`config.mk`:
```
export PLATFORM = sky130hd
export DESIGN_NAME = fifo_uart_tx
export DESIGN_NICKNAME = d
export VERILOG_FILES = /design/src/rtl/fifo_uart_tx.sv
export SDC_FILE = /design/constraint.sdc
export NUM_CORES = 1
export LEC_CHECK = 0
export ABC_AREA = 1
export ABC_CLOCK_PERIOD_IN_PS = 2100
export BUFFER_PORTS_ARGS = -buffer_cell sky130_fd_sc_hd__buf_2
export CAP_MARGIN = 10
export CORE_ASPECT_RATIO = 1.4
export CORE_MARGIN = 2
export CORE_UTILIZATION = 50
export DETAILED_ROUTE_END_ITERATION = 8
export PLACE_DENSITY_LB_ADDON = 0.08
export REMOVE_ABC_BUFFERS = 1
export SLEW_MARGIN = 15
export SYNTH_ARGS = -nofsm -noshare
export SYNTH_HDL_FRONTEND = slang
export SYNTH_SLANG_ARGS = --single-unit
```
`constraint.sdc`:
```
create_clock -name clk -period 2.1 [get_ports clk]
set_input_delay 0.525 -clock clk [delete_from_list [all_inputs] [get_ports clk]]
set_output_delay 0.525 -clock clk [all_outputs]
set_load 0.005 [all_outputs]
```
`src/rtl/fifo_uart_tx.sv`:
```
// Drains the AD sample FIFO as UART 8N1 (8E1 with UART_TX_PARITY_EN), LSB first.
// Flags every completed 0x0D,0x0A frame terminator with frame_done / frame_cnt.
module fifo_uart_tx #(
    parameter int BAUD_DIV    = 434,
    parameter int FRAME_CNT_W = 16
) (
    input  logic                   clk,
    input  logic                   reset_n,
    input  logic                   enable,
    input  logic                   fifo_empty,
    input  logic [7:0]             fifo_q,
    output logic                   fifo_rdreq,
    output logic                   uart_txd,
    output logic                   busy,
    output logic                   frame_done,
    output logic [FRAME_CNT_W-1:0] frame_cnt
);

    typedef enum logic [2:0] {
        IDLE, RD, LAT, START, DATA, STOP
`ifdef UART_TX_PARITY_EN
        , PARITY
`endif
    } state_t;

    state_t      state, state_n;
    logic [15:0] baud_cnt, baud_n;
    logic [2:0]  bit_cnt, bit_n;
    logic [7:0]  shift_reg;
    logic [7:0]  prev_byte;
    logic        txd_n;
    logic        baud_last;
    logic        stop_end;
    logic        is_frame;

    assign baud_last  = (baud_cnt == 16'(BAUD_DIV - 1));
    assign stop_end   = (state == STOP) && baud_last;
    assign is_frame   = stop_end && (shift_reg == 8'h0A) && (prev_byte == 8'h0D);
    assign fifo_rdreq = (state == RD);
    assign busy       = (state != IDLE);

    always_comb begin
        state_n = state;
        baud_n  = baud_cnt + 16'd1;
        bit_n   = bit_cnt;
        unique case (state)
            IDLE: begin
                baud_n = '0;
                if (enable && !fifo_empty) state_n = RD;
            end
            RD: begin
                baud_n  = '0;
                state_n = LAT;
            end
            LAT: begin
                baud_n  = '0;
                state_n = START;
            end
            START: begin
                if (baud_last) begin
                    baud_n  = '0;
                    bit_n   = '0;
                    state_n = DATA;
                end
            end
            DATA: begin
                if (baud_last) begin
                    baud_n = '0;
                    if (bit_cnt == 3'd7) begin
                        bit_n = '0;
`ifdef UART_TX_PARITY_EN
                        state_n = PARITY;
`else
                        state_n = STOP;
`endif
                    end else begin
                        bit_n = bit_cnt + 3'd1;
                    end
                end
            end
`ifdef UART_TX_PARITY_EN
            PARITY: begin
                if (baud_last) begin
                    baud_n  = '0;
                    state_n = STOP;
                end
            end
`endif
            STOP: begin
                if (baud_last) begin
                    baud_n  = '0;
                    state_n = IDLE;
                end
            end
            default: begin
                baud_n  = '0;
                bit_n   = '0;
                state_n = IDLE;
            end
        endcase

        // Line level follows the state being entered so uart_txd stays a flop.
        txd_n = 1'b1;
        case (state_n)
            START:   txd_n = 1'b0;
            DATA:    txd_n = shift_reg[bit_n];
`ifdef UART_TX_PARITY_EN
            PARITY:  txd_n = ^shift_reg;
`endif
            default: txd_n = 1'b1;
        endcase
    end

    always_ff @(posedge clk or negedge reset_n) begin
        if (!reset_n) begin
            state      <= IDLE;
            baud_cnt   <= '0;
            bit_cnt    <= '0;
            shift_reg  <= '0;
            prev_byte  <= '0;
            uart_txd   <= 1'b1;
            frame_done <= 1'b0;
            frame_cnt  <= '0;
        end else begin
            state      <= state_n;
            baud_cnt   <= baud_n;
            bit_cnt    <= bit_n;
            uart_txd   <= txd_n;
            frame_done <= is_frame;
            if (state == LAT) shift_reg <= fifo_q;
            if (stop_end) prev_byte <= shift_reg;
            if (is_frame) frame_cnt <= frame_cnt + FRAME_CNT_W'(1);
        end
    end

endmodule

```
* Word level (Yosys, flattened, before mapping)
Cells that the tools add are included.
** Cells by class
- Order comparisons :: 1
- Eq/ne operators :: 11
- Reductions and logical operators :: 9
- Mux-type cells :: 15
- Add/sub/neg operators :: 3
** Operator list (number)
- $add A16 B1 Y16 const B :: 2
- $mux W16 :: 2
- $mux W3 :: 8
- $pmux W3 S6 :: 1
- $eq A16 B9 Y1 const B :: 1
- $eq A8 B4 Y1 const B :: 2
- $eq A3 B3 Y1 const B :: 4
- $eq A3 B2 Y1 const B :: 3
- $pmux W3 S3 :: 1
- $logic_and A1 B1 Y1 :: 4
- $lt A3 B4 Y1 const B :: 1
- $reduce_or A4 Y1 :: 1
- $add A3 B1 Y3 const B :: 1
- $bmux W1 S3 :: 1
- $eq A3 B1 Y1 const B :: 1
- $logic_not A3 Y1 :: 1
- $reduce_bool A3 Y1 :: 1
- $reduce_or A3 Y1 :: 1
- $pmux W1 S2 :: 1
- $logic_not A1 Y1 :: 1
- $mux W1 :: 1
** Storage, ports and cells
- Bits in registers :: 56
- Output and inout port bits :: 20
- Word-level logic and storage cells :: 47
- Input bits :: 12

* Depth between registers and ports, before layout
- Word-level depth :: 7
- Gate-level depth with buffers :: 16
- Depth with buffers taken out :: 16

* Least setup slack after synthesis
OpenSTA, ideal clock, no wires.
- Kind :: register -> register
- From :: reg baud_cnt[1]
- To :: reg frame_cnt[9]
- Arrival time :: 1.671 ns
- Period minus slack after synthesis :: 1.795 ns
- Buffers on the path :: 0
- Cell stages (with the launch flop) :: 14
- Setup slack :: 0.305 ns
- Required time :: 1.976 ns
- Setup time :: 0.124 ns
- Path through :: dfrtp_1 > inv_1 > ha_1 > nand2_1 > clkinv_1 > nand2_1 > nor2_2 > nand2_1 > or2_4 > nor2_8 > nand2_2 > nor2_2 > nand2_1 > xnor2_1
** On the way
- Longest elaborated chain between the ends :: 4
** RTL lines
- start, declared :: line 27 : logic [15:0] baud_cnt, baud_n;
- start signal, assigned :: line 126 : baud_cnt <= baud_n;
- $eq A16 B9 Y1 :: line 36 : assign baud_last = (baud_cnt == 16'(BAUD_DIV - 1));
- $logic_and A1 B1 Y1 :: line 37 : assign stop_end = (state == STOP) && baud_last;
- $logic_and A1 B1 Y1 (2 in series) :: line 38 : assign is_frame = stop_end && (shift_reg == 8'h0A) && (prev_byte == 8'h0D);
- named net is_frame :: line 34 : logic is_frame;
- end signal, assigned :: line 132 : if (is_frame) frame_cnt <= frame_cnt + FRAME_CNT_W'(1);
- end, declared :: line 16 : output logic [FRAME_CNT_W-1:0] frame_cnt
The timed path passes the listed nets, and every way through them passes these cells.
A chain may end at the register's enable or synchronous reset.

* Final worst setup path
Same ends and word-level chain as after synthesis.

==> results_dict.tcl <==
set metrics [dict create \
    clock_path_buffers 2 \
    finalMaxSlewViolations 0 \
    maxCapViolations 0 \
    wire_per_inst_um 12.59 \
    cp_max_fo 7 \
    drc_errors 0 \
    hold_path.class "input port to asynchronous set/reset pin" \
    status "completed" \
    grtUsageTotal 0.2034 \
    grt_pass1_wl_um 10930 \
    finalCritPeriodShare 0.9316 \
    synth_cell_type_count 32 \
    setup-violations-final 0 \
    final_common_cell "nand2_1" \
    final_cell_mix "nand2_1 (97), nor2_1 (58), dfrtp_1 (55)" \
    tightestPinTransition_ps 482.7 \
    drt-pass1-iter-count 4 \
    critPathMostFrequentCell "nand2_1" \
    synthCells 387 \
    r2r_cells 13 \
    tns_ps 0 \
    die_h_um 95.31 \
    dp_hpwl_um 4748 \
    cts_resized 0 \
    rsz0062_at_grt "false" \
    layout_min_cycle_time_ps 1956 \
    cp.depth 13 \
    final_antenna_net_count 0 \
    placedCellCount 491 \
    grt.overflow.total 0 \
    post-cts-setup-buffer-count 0 \
    vias 2516 \
    cp_top_family "simple AND/OR/NAND/NOR gates" \
    synth_top_family_by_area "simple AND/OR/NAND/NOR gates" \
    finalNonFillerCells 498 \
    place_congestion 0.8303 \
    critPathCaptureType "flip-flop" \
    area_delta_synth_final_pct 14.87 \
    max_freq_ghz 0.5112 \
    synth_compound_gate_area_share 0.06050 \
    wirelength_um 6268 \
    die_x_um 69.23 \
    final.setup_skew_ps 9.600 \
    hold_viol 0 \
    antenna_found_initial 0 \
    cpMaxStageDelayCell "dfrtp_1" \
    ir_worst_vdd_v 0.0003409 \
    antennaDiodeCount 0 \
    clk-insertion-delay-late_ps 310 \
    nets 445 \
    syn-cell-area_um2 2978 \
    numCtsBuffers 5 \
    dpl_cell_area_um2 3269 \
    worstPathArrival_ps 2160 \
    viasPerCell 5.052 \
    crit_buf_inv 2 \
    syn_area_per_cell_um2 7.695 \
    cts_max_level 2 \
    critical_path_class "flip-flop to flip-flop" \
    yosysWarnings 0 \
    io_buffers 31 \
    synth_simple_gate_area_frac 0.3307 \
    drt_iter0_drc 102 \
    muxShareOfSynthArea 0 \
    clock_sinks 56 \
    ys_seq_area_frac 0.4710 \
    grt_start_max_net_pins 27 \
    clock-root-buffer "clkbuf_8" \
    hold_buffers 0 \
    start_util 0.5115 \
    reg.largest.list "baud_cnt: 16 flops, frame_cnt: 16 flops" \
    cpPeakStageDelay_ps 410 \
    path_cells "inv_1 > ha_1 > nand2_1 > clkinv_1 > nand2_1 > nor2_2 > nand2_1 > or2_4 > nor2_8 > nand2_2 > nor2_2 > nand2_1 > xnor2_1" \
    powerDensity_nw_per_um2 573.7 \
    synth-xor-area-share 0.04706 \
    final_cell_area_um2 3421 \
    relSlewSlack 0.6754 \
    clk_pin_slew_worst_paths_ps 100 \
    coreArea_um2 5822 \
    dieArea_um2 6598 \
    rows 33 \
    io_pins 32 \
    leakagePower_nw 1.734 \
    cts_tree "built" \
    synthAdderAreaFrac 0.02101 \
    required_ps 2300 \
    ys_ff_latch 56 \
    cp-start-kind "flip-flop" \
    whs_ps 133.3 \
    drive_above_1_share 0.1519 \
    grt_pass1_vias 2586 \
]
[report_power, final]
group	switching (mW)	total (mW)	internal (mW)
combinational	0.0332	0.0507	0.0175
clock	0.351	0.821	0.470
sequential	0.00544	1.09	1.09
[kinds of logic after synthesis]
| kind of cell | after synthesis |
|---|---|
| adders and majority gates | 5 |
| AOI/OAI and AO/OA | 34 |
| DFF | 56 |
| and+or+nand+nor | 221 |
| buffers and inverters | 55 |
| xor gates and xnor gates | 16 |
[final timing paths]
check	startpoint	end	slack, ps
min	reset_n	state[1]	130
min in group clk	fifo_q[2]	shift_reg[2]	410
max reg2reg	baud_cnt[1]	frame_cnt[9]	140
min reg2reg	prev_byte[6]	prev_byte[6]	500
max in group asynchronous	reset_n	frame_cnt[1]	1420
max	baud_cnt[1]	frame_cnt[9]	140
[synth_stat cells, drive strengths merged]
cell type | count | area share
clkinv | 3 | 0.0038
and3 | 1 | 0.0021
inv | 48 | 0.061
nor2 | 65 | 0.090
ha | 5 | 0.021
xor2 | 10 | 0.029
nor3 | 13 | 0.024
nand3 | 27 | 0.050
dfstp | 1 | 0.0088
nand2 | 98 | 0.12
nand4 | 7 | 0.015
xnor2 | 6 | 0.018
nor3b | 6 | 0.017
o211ai | 1 | 0.0025
buf | 1 | 0.0017
nor4 | 2 | 0.0042
o21ai | 25 | 0.042
o31ai | 1 | 0.0025
a211oi | 2 | 0.0050
or2 | 1 | 0.0029
clkbuf | 3 | 0.0038
dfrtp | 55 | 0.46
nand3b | 1 | 0.0025
a21oi | 5 | 0.0084
[per-stage QoR]
step	total power [mW]	setup WS [ps]	utilization
global route	2.029	22.44	0.5876
detailed placement	1.165	145.1	0.5616
global placement	1.164	209.0	0.5616
CTS	1.989	138.3	0.5837
finish	1.962	143.7	0.5876
floorplan	1.123	304.8	-
[cell type report]
type | instances | area [µm²]
Clock buffer | 5 | 68.82
Clock inverter | 2 | 60.06
Fill cell | 547 | 2401
Inverter | 51 | 191.4
Multi-Input combinational cell | 276 | 1390
Sequential cell | 56 | 1403
Tap cell | 70 | 87.58
Timing Repair Buffer | 38 | 220.2
[worst reg2reg max path, delay by kind of cell (launching register included)]
family / cells / cell delay [ps]
flip-flops: 1 / 410
XOR/XNOR: 1 / 120
buffers and inverters: 2 / 100
AND/OR/NAND/NOR: 9 / 1040
adder cells (fa/ha/maj): 1 / 170
[layer usage]
layer / vias up / part of all wire / wire, µm / GRT usage
li1: 1305 / - / - / -
met1: 1171 / 0.46 / 2860 / 0.2404
met2: 31 / 0.51 / 3178 / 0.3766
met3: 9 / 0.021 / 133 / 0.03383
met4: 0 / 0.015 / 95 / 0.06536
met5: - / 0 / 0 / 0
(Power assumes the default switching activity.)
